$ cat config.mk
export PLATFORM = sky130hd
export DESIGN_NAME = leg_solver
export DESIGN_NICKNAME = d
export VERILOG_FILES = /design/src/rtl/leg_solver_pkg.sv /design/src/rtl/isqrt_step.sv /design/src/rtl/leg_solver.sv
export SDC_FILE = /design/constraint.sdc
export NUM_CORES = 1
export LEC_CHECK = 0
export CORE_AREA = 3 3 117 119
export DETAILED_ROUTE_END_ITERATION = 7
export DIE_AREA = 0 0 120 122
export PLACE_DENSITY = 0.8
export SYNTH_ARGS = -nofsm -noshare
export SYNTH_HDL_FRONTEND = slang
export SYNTH_SLANG_ARGS = --single-unit
$ cat constraint.sdc
create_clock -name clk -period 8.2 [get_ports clk]
set_input_delay 1.64 -clock clk [delete_from_list [all_inputs] [get_ports clk]]
set_output_delay 1.64 -clock clk [all_outputs]
set_load 0.01 [all_outputs]
$ cat src/rtl/leg_solver_pkg.sv
// Shared types and widths for the leg solver: y = floor(sqrt(r^2 - x^2)).
package leg_solver_pkg;
   localparam int unsigned W      = 8;
   localparam int unsigned RAD_W  = 16;
   localparam int unsigned REM_W  = W + 2;
   localparam int unsigned ITER_W = 3;

   typedef enum logic [1:0] {IDLE, SUB, ROOT, DONE} state_t;
endpackage

$ cat src/rtl/isqrt_step.sv
// One restoring square-root step: brings in two radicand bits, yields one root bit.
module isqrt_step
   import leg_solver_pkg::*;
(
   input  logic [REM_W-1:0] rem,
   input  logic [W-1:0]     root,
   input  logic [1:0]       rad_bits,
   output logic [REM_W-1:0] rem_nxt,
   output logic [W-1:0]     root_nxt
);
   logic [REM_W-1:0] rem_sh;
   logic [REM_W-1:0] trial;

   always_comb begin
      rem_sh = (rem << 2) | REM_W'(rad_bits);
      trial  = {root, 2'b01};
      if (rem_sh >= trial) begin
         rem_nxt  = rem_sh - trial;
         root_nxt = (root << 1) | W'(1);
      end else begin
         rem_nxt  = rem_sh;
         root_nxt = root << 1;
      end
   end
endmodule

$ cat src/rtl/leg_solver.sv
// Sequential leg solver: square-and-subtract, then 8 shift/subtract root steps.
module leg_solver
   import leg_solver_pkg::*;
#(
   parameter int unsigned W = 8
)(
   input  logic         clk,
   input  logic         rst_n,
   input  logic         ena,
   input  logic         start,
   input  logic [W-1:0] r_in,
   input  logic [W-1:0] x_in,
   output logic         busy,
   output logic         done,
   output logic [W-1:0] y_out,
   output logic         err
);
   state_t            state;
   logic [W-1:0]      r_q;
   logic [W-1:0]      x_q;
   logic [RAD_W-1:0]  rad;
   logic              neg;
   logic [REM_W-1:0]  rem;
   logic [W-1:0]      root;
   logic [ITER_W-1:0] iter;

   logic [RAD_W-1:0]  sq_r;
   logic [RAD_W-1:0]  sq_x;
   logic [RAD_W:0]    diff;
   logic [1:0]        rad_bits;
   logic [REM_W-1:0]  rem_nxt;
   logic [W-1:0]      root_nxt;

   always_comb begin
      sq_r     = RAD_W'(r_q) * RAD_W'(r_q);
      sq_x     = RAD_W'(x_q) * RAD_W'(x_q);
      diff     = {1'b0, sq_r} - {1'b0, sq_x};
      rad_bits = rad[{iter, 1'b0} +: 2];
   end

   isqrt_step u_step (
      .rem      (rem),
      .root     (root),
      .rad_bits (rad_bits),
      .rem_nxt  (rem_nxt),
      .root_nxt (root_nxt)
   );

   // Result registers load on the final ROOT edge so done is valid one edge earlier
   // than a separate DONE-state load would allow; DONE then only retires the pulse.
   always_ff @(posedge clk or negedge rst_n) begin
      if (!rst_n) begin
         state <= IDLE;
         r_q   <= '0;
         x_q   <= '0;
         rad   <= '0;
         neg   <= 1'b0;
         rem   <= '0;
         root  <= '0;
         iter  <= '0;
         busy  <= 1'b0;
         done  <= 1'b0;
         y_out <= '0;
         err   <= 1'b0;
      end else if (ena) begin
         case (state)
            IDLE: begin
               if (start) begin
                  r_q   <= r_in;
                  x_q   <= x_in;
                  busy  <= 1'b1;
                  state <= SUB;
               end
            end
            SUB: begin
               neg   <= diff[RAD_W];
               rad   <= diff[RAD_W] ? '0 : diff[RAD_W-1:0];
               rem   <= '0;
               root  <= '0;
               iter  <= '1;
               state <= ROOT;
            end
            ROOT: begin
               rem  <= rem_nxt;
               root <= root_nxt;
               iter <= iter - 1'b1;
               if (iter == '0) begin
                  done  <= 1'b1;
                  y_out <= neg ? '0 : root_nxt;
                  err   <= neg;
                  state <= DONE;
               end
            end
            DONE: begin
               done  <= 1'b0;
               busy  <= 1'b0;
               state <= IDLE;
            end
            default: state <= IDLE;
         endcase
      end
   end
endmodule
==> Yosys cells after proc, flatten, opt, wreduce, memory -nomap -nowiden <==
Cells that the tools add are included.
{ "totals": {"register_bits": 65, "in_bits": 20, "output_inout_bits": 11, "elab_cells": 51} }
{ "op_classes": {"addsub": 3, "mul": 2, "n_lt_le_gt_ge": 1, "n_eq_ne": 5, "shift": 1, "n_mux": 14, "n_bitwise": 1, "reduce_logical": 12} }
{ "ops": {"columns": ["op", "n"], "rows": [
  ["multiplier 8 x 8 -> 16 bit", 2],
  ["one-hot mux 8 bit (2 select lines)", 2],
  ["subtractor 16 x 16 -> 17 bit", 1],
  ["two-way mux 16 bit", 1],
  ["two-way mux 8 bit", 2],
  ["variable part select 16 x 5 -> 2 bit", 1],
  ["AND reduction 3 bit", 5],
  [">= comparator 10 bit", 1],
  ["bitwise OR 10 x 2 -> 10 bit", 1],
  ["one-hot mux 2 bit (4 select lines)", 1],
  ["subtractor 8 bit", 1],
  ["one-hot mux 3 bit (2 select lines)", 1],
  ["nonzero test 2 bit", 3],
  ["== test 2 bit, second input constant", 2],
  ["two-way mux 2 bit", 2],
  ["!= test 2 bit, second input constant", 2],
  ["one-hot mux 1 bit (2 select lines)", 2],
  ["AND reduction 2 bit", 2],
  ["logical NOT 3 bit", 1],
  ["two-way mux 1 bit", 3],
  ["subtractor 3 x 1 -> 3 bit, second input constant", 1],
  ["== test 2 x 1 -> 1 bit, second input constant", 1],
  ["logical NOT 2 bit", 1]
]} }

==> Logic depth before layout (Yosys ltp) <==
Gate-level depths: netlist (run 1).
{ "depth": {"ltp_word": 5, "depth_mapped": 23, "mapped_depth_nobuf": 21} }

==> Modules after synthesis <==
Synthesis (run 1) repeated with hierarchy kept, for this count alone.
{ "unflattened": {"hier_cells": 776, "area_unflattened_um2": 7241.9} }
{ "by_module_without_submodules": {"columns": ["module", "n_inst", "cells_per_inst", "area_per_inst_um2", "seq_area_each_um2"], "rows": [
  ["leg_solver", 1, 693, 6581.3, 1676.6],
  ["isqrt_step", 1, 83, 660.6, 0.0]
]} }

==> Worst setup path after synthesis (run 1) <==
Ideal clock, no wire load.
{ "synth_timing": {"path_type": "register to register", "startpoint": "reg x_q[1]", "endpoint": "reg rad[10]", "t_arrival_ns": 5.882, "slack_ns": 2.253, "path_stages_with_launch": 20, "n_path_buf": 2, "synth_period_minus_slack_ns": 5.947, "cell_sequence": "dfrtp_1 clkbuf_1 and2_1 fa_1 inv_1 fa_1 fa_1 fa_1 fa_1 inv_1 fa_1 inv_1 ha_1 a21oi_2 o21ai_1 or4b_1 o21ai_2 mux2i_1 buf_2 a22o_1"} }
{ "synth_between": {"elab_chain_len": 3} }
{ "synth_lines": {"columns": ["element", "line", "text"], "rows": [
  ["start, declared", "leg_solver.sv:20", "logic [W-1:0] x_q;"],
  ["start signal, assigned", "leg_solver.sv:70", "x_q <= x_in;"],
  ["multiplier 8 x 8 -> 16 bit", "leg_solver.sv:36", "sq_x = RAD_W'(x_q) * RAD_W'(x_q);"],
  ["subtractor 16 x 16 -> 17 bit", "leg_solver.sv:37", "diff = {1'b0, sq_r} - {1'b0, sq_x};"],
  ["two-way mux 16 bit", "leg_solver.sv:77", "rad <= diff[RAD_W] ? '0 : diff[RAD_W-1:0];"],
  ["end signal, assigned", "leg_solver.sv:77", null],
  ["end, declared", "leg_solver.sv:21", "logic [RAD_W-1:0] rad;"]
]} }
Every way passes these cells.
A chain may end at the register's enable or synchronous reset.

==> Final worst setup path (run 1) <==
{ "layout_timing": {"startpoint": "reg r_q[3]", "endpoint": "reg rad[5]"} }
{ "layout_between": {"elab_chain_len": 3} }
{ "layout_lines": {"columns": ["element", "line", "text"], "rows": [
  ["start, declared", "leg_solver.sv:19", "logic [W-1:0] r_q;"],
  ["start signal, assigned", "leg_solver.sv:69", "r_q <= r_in;"],
  ["multiplier 8 x 8 -> 16 bit", "leg_solver.sv:35", "sq_r = RAD_W'(r_q) * RAD_W'(r_q);"],
  ["subtractor 16 x 16 -> 17 bit", "leg_solver.sv:37", null],
  ["two-way mux 16 bit", "leg_solver.sv:77", null]
]} }
Every way passes these cells.

==> results.json, run 1 <==
{
  "status": "complete, no violations",
  "wl_per_cell_um": 16.0,
  "synthArstFlopShare": 1.00,
  "r2r_cells": 19,
  "rows": 41,
  "cp.required_ps": 8480,
  "overflow": 0,
  "dp_hpwl_mm": 11.9,
  "stdcell_count": 930,
  "ff2ff_setup_slack_ps": 1500,
  "nets": 927,
  "finalHoldViolations": 0,
  "drive_gt1_frac": 0.0594,
  "dr_wl_met2_mm": 7.48,
  "synthCells": 736,
  "critPathLaunchType": "register",
  "hold_end": "y_out[3]",
  "portBuffers": 30,
  "post-place-ws_ps": 1590,
  "final_common_cell": "inv_1",
  "synth-seq-cells": 65,
  "cp.arrival_ps": 6980,
  "synth_cell_types": 46,
  "met1_length_mm": 6.17,
  "finClkSkew_ps": 9.89,
  "h-tree-depth": 3,
  "grt_pass1_wl_mm": 26.0,
  "drt_wl_total_mm": 14.9,
  "cp_max_fo": 16,
  "synth_edf_count": 0,
  "grt_pass1_vias": 5573,
  "routed.top_layer": "met4",
  "fin_ws_ps": 1500,
  "cts_num_sinks": 65,
  "vias_per_cell": 5.55,
  "setup_tns_ps": 0,
  "die_h_um": 122,
  "dr_total_vias": 5163,
  "period_share": 0.818,
  "rsz0062_at_grt": "no",
  "area_growth_syn_to_layout_pct": 10.4,
  "timing.rr.start": "r_q[3]",
  "drtIter0Drc": 331,
  "initial_core_util": 0.549,
  "met3WireLength_um": 769,
  "cts_setup_buffers": 0,
  "layout_common_cells": "inv_1 (159), fa_1 (80), ha_1 (74)",
  "r2r_end": "rad[5]",
  "ys_seq_area_frac": 0.234,
  "drtPass1Iterations": 5,
  "setup_violations": 0,
  "cp-end-kind": "register",
  "yosysWarnings": 0,
  "maxCapViolations": 0,
  "fp.coreArea_mm2": 0.0127,
  "hold_start": "y_out[3]",
  "cts_hold_buf": 0,
  "tightest_slew_ps": 1260,
  "syn_area_per_cell_um2": 9.45,
  "ys.flop_type": "dfrtp_1",
  "drc_errors": 0,
  "cts_root_buf": "clkbuf_16",
  "min_path_type": "reg2reg",
  "clk_pin_slew_ps": 60,
  "antenna_found_initial": 0,
  "path_class": "reg2reg",
  "fmax_ghz": 0.149,
  "postCtsResizedCells": 0,
  "diodes": 0,
  "numCtsBuffers": 9,
  "relSlewSlack": 0.137,
  "die_x_um": 120,
  "die-area_mm2": 0.0146,
  "io_pins": 31,
  "post-route-min-period_ps": 6700,
  "drt.antenna.violating_nets": 0,
  "grt_usage": 0.225,
  "syn_area_mm2": 0.00696,
  "whs_path_depth": 2,
  "cts_buffer_depth": 2,
  "final_max_slew_viol_count": 0,
  "synth_nets": 910,
  "dp.cells": 914,
  "cts_tree": "built",
  "grt_max_degree": 66,
  "clk-insertion-delay-late_ps": 350,
  "place.gp.congestion": 0.928
}
==> synthesized netlist by cell type, types with 16 or more instances <==
| cell | count | share of area |
|---|---|---|
| nand2_1 | 71 | 0.038 |
| a21oi_1 | 26 | 0.019 |
| a22o_1 | 16 | 0.020 |
| mux2_2 | 18 | 0.029 |
| xnor2_1 | 16 | 0.020 |
| ha_1 | 74 | 0.13 |
| dfrtp_1 | 65 | 0.23 |
| inv_1 | 159 | 0.086 |
| nor2_1 | 25 | 0.013 |
| clkbuf_1 | 21 | 0.011 |
| fa_1 | 80 | 0.23 |
| o21ai_0 | 29 | 0.021 |
==> worst max-delay path, cell delays in order, from the launching register on <==
cell,delay (ps)
dfrtp_1,480
inv_1,230
nor2_1,110
fa_1,400
fa_1,520
inv_1,60
fa_1,500
inv_1,50
fa_1,460
fa_1,540
inv_1,60
fa_1,530
inv_1,40
ha_1,370
a21oi_2,180
o21ai_1,120
or4b_1,540
o21ai_2,150
mux2i_1,1030
a22o_1,270
==> final cells by class <==
| type | count | area, um2 |
|---|---|---|
| fillers | 1046 | 4990 |
| multi-input cells | 487 | 4640 |
| flip-flops and latches | 65 | 1630 |
| inverters | 159 | 597 |
| repair buffers | 31 | 303 |
| clock buffers | 10 | 239 |
| well taps | 172 | 215 |
| clock inverters | 6 | 66.3 |
==> metal layers <==
metal | GRT usage | up-vias
met4 | 0.0909 | 0
met5 | 0 | -
met2 | 0.385 | 152
li1 | - | 2395
met3 | 0.0460 | 35
met1 | 0.280 | 2581
==> how the worst max path moves through the flow <==
stage	from	to	depth (start not counted)	slack, ps
after floorplan	x_q[1]	rad[10]	19	2250
after global placement	x_q[1]	rad[2]	17	1790
after detailed placement	r_q[3]	rad[1]	19	1590
after CTS	r_q[3]	rad[5]	19	1520
after global routing	r_q[3]	rad[5]	19	1120
final	r_q[3]	rad[5]	19	1500
==> sequential cells by signal, summed over array words and instances, names as in the netlist, 2 cells and up <==
register and count:
iter 3, r_q 8, rad 16, rem 8, root 8, state 2, x_q 8, y_out 8
==> cells by family after synthesis <==
group	Yosys count	synth area share
xor gates and xnor gates	26	0.0327
other	1	0.000539
muxes	32	0.0565
adders and majority gates	154	0.363
and+or+nand+nor	159	0.106
AOI/OAI and AO/OA	115	0.108
buffers and inverters	184	0.0998
DFF	65	0.234
==> stage by stage <==
| stage | utilization | hold WS (ps) | instance area, um2 |
|---|---|---|---|
| 3_5_place_dp | 0.582 | 477 | 7380 |
| 6_report | 0.606 | 488 | 7680 |
| 3_3_place_gp | 0.582 | 465 | 7380 |
| 5_1_grt | 0.606 | 513 | 7680 |
| 2_1_floorplan | - | 456 | 6960 |
| 4_1_cts | 0.606 | 490 | 7680 |
Power of run 1 is left out: the tool's default activity adds up to more than one toggle a clock period on the data nets, which glitch-free logic cannot reach.
==> inputs of run 2 (changes only) <==
==> constraint.sdc (replaced) <==
create_clock -name clk -period 6.33 [get_ports clk]
set_input_delay 1.266 -clock clk [delete_from_list [all_inputs] [get_ports clk]]
set_output_delay 1.266 -clock clk [all_outputs]
set_load 0.01 [all_outputs]
==> results.json, run 2 (synthesis gave the netlist of run 1 again) <==
{
  "die_x_um": 120,
  "diodes": 0,
  "setup_violations": 0,
  "nets": 931,
  "layout_common_cells": "inv_1 (159), fa_1 (80), ha_1 (74)",
  "critPathLaunchType": "register",
  "cts_setup_buffers": 0,
  "postCtsResizedCells": 0,
  "cts_buffer_depth": 2,
  "io_pins": 31,
  "drc_errors": 0,
  "r2r_end": "rad[13]",
  "portBuffers": 30,
  "die-area_mm2": 0.0146,
  "drive_gt1_frac": 0.0643,
  "h-tree-depth": 3,
  "cp_max_fo": 16,
  "period_share": 0.951,
  "fmax_ghz": 0.166,
  "cts_tree": "built",
  "drtPass1Iterations": 5,
  "finalHoldViolations": 0,
  "setup_tns_ps": 0,
  "clk-insertion-delay-late_ps": 340,
  "place.gp.congestion": 0.908,
  "top_usage_layer": "met2",
  "ff2ff_setup_slack_ps": 310,
  "die_h_um": 122,
  "cts_hold_buf": 0,
  "cp.arrival_ps": 6290,
  "regMostFlops": "rad",
  "relSlewSlack": 0.312,
  "cts_num_sinks": 65,
  "crit_path_end": "rad[13]",
  "cp.required_ps": 6600,
  "r2r_cells": 20,
  "grt_pass1_vias": 5421,
  "grt_usage": 0.217,
  "wl_per_cell_um": 15.7,
  "drt.antenna.violating_nets": 0,
  "finClkSkew_ps": 11.1,
  "grt_max_degree": 66,
  "post-route-min-period_ps": 6020,
  "area_growth_syn_to_layout_pct": 10.8,
  "tightest_slew_ps": 1030,
  "maxCapViolations": 0,
  "timing.rr.start": "r_q[3]",
  "cp-end-kind": "register",
  "drtIter0Drc": 310,
  "final_max_slew_viol_count": 0,
  "crit_path_start": "r_q[3]",
  "largest_reg_flops": 16,
  "final_common_cell": "inv_1",
  "grt_pass1_wl_mm": 25.2,
  "met2_usage": 0.379,
  "dr_total_vias": 5126,
  "numCtsBuffers": 9,
  "vias_per_cell": 5.49,
  "antenna_found_initial": 0,
  "use_met3": 0.0362,
  "rsz0062_at_grt": "no",
  "cts_root_buf": "clkbuf_16",
  "drt_wl_total_mm": 14.7,
  "fp.coreArea_mm2": 0.0127,
  "min_path_type": "reg2reg",
  "initial_core_util": 0.549,
  "path_class": "reg2reg",
  "overflow": 0,
  "status": "complete, no violations",
  "grt_use_met1": 0.274,
  "clk_pin_slew_ps": 70,
  "rows": 41,
  "dp_hpwl_mm": 11.6
}
==> run 2: cell count changes in the layout (fill, tap and decap cells not counted) <==
cell and change:
buf_4 +4, clkbuf_8 -1, clkinv_4 +2, clkinvlp_4 -2, inv_6 +1
==> run 2: final cells by class <==
cell class / count / area (um2)
Clock inverter: 7 / 77.6
Fill cell: 1050 / 4960
Multi-Input combinational cell: 487 / 4640
Timing Repair Buffer: 35 / 333
Inverter: 159 / 597
Tap cell: 172 / 215
Clock buffer: 9 / 225
Sequential cell: 65 / 1630
==> run 2: how the worst min path moves through the flow <==
stage                     startpoint       end  cells past startpoint
after floorplan               rem[6]    rem[6]                      2
after global placement      y_out[7]  y_out[7]                      2
after detailed placement    y_out[2]  y_out[2]                      2
after CTS                   y_out[2]  y_out[2]                      2
after global routing        y_out[3]  y_out[3]                      2
final                       y_out[2]  y_out[2]                      2
==> run 2: through the flow <==
stage          setup slack, ps  cell area (um2)  cells  utilization  hold slack, ps
2_1_floorplan              383             6960    736            -             456
3_3_place_gp               525             7410    918        0.585             464
3_5_place_dp               346             7410    918        0.585             469
4_1_cts                    296             7710    934        0.608             480
5_1_grt                   32.0             7710    934        0.608             511
6_report                   310             7710    934        0.608             474
==> run 2: critical path, stage by stage, from the launching register on <==
cell     delay (ps)
dfrtp_1         470
inv_1           230
nor2_1          120
fa_1            490
inv_1            50
fa_1            430
fa_1            490
inv_1            60
fa_1            460
fa_1            560
inv_1            60
fa_1            530
inv_1            40
ha_1            360
a21oi_2         180
o21ai_1         120
or4b_1          530
o21ai_2         140
mux2i_1         200
buf_4           230
a22o_1          160
==> run 2: layer usage <==
| metal | vias to the layer above | routed length (um) |
|---|---|---|
| li1 | 2398 | - |
| met1 | 2531 | 5930 |
| met2 | 168 | 7590 |
| met3 | 29 | 797 |
| met4 | 0 | 342 |
| met5 | - | 0 |
Power of run 2 is left out for the same reason.
==> inputs of run 3 (changes only) <==
--- a/config.mk
+++ b/config.mk
@@ -8,6 +8,7 @@
 export CORE_AREA = 3 3 117 119
 export DETAILED_ROUTE_END_ITERATION = 7
 export DIE_AREA = 0 0 120 122
+export HOLD_SLACK_MARGIN = 0.02
 export PLACE_DENSITY = 0.8
 export SYNTH_ARGS = -nofsm -noshare
 export SYNTH_HDL_FRONTEND = slang
==> results of run 3 <==
The final DEF is identical to that of run 2; final timing and power are the same.
Power of run 3 is left out for the same reason.
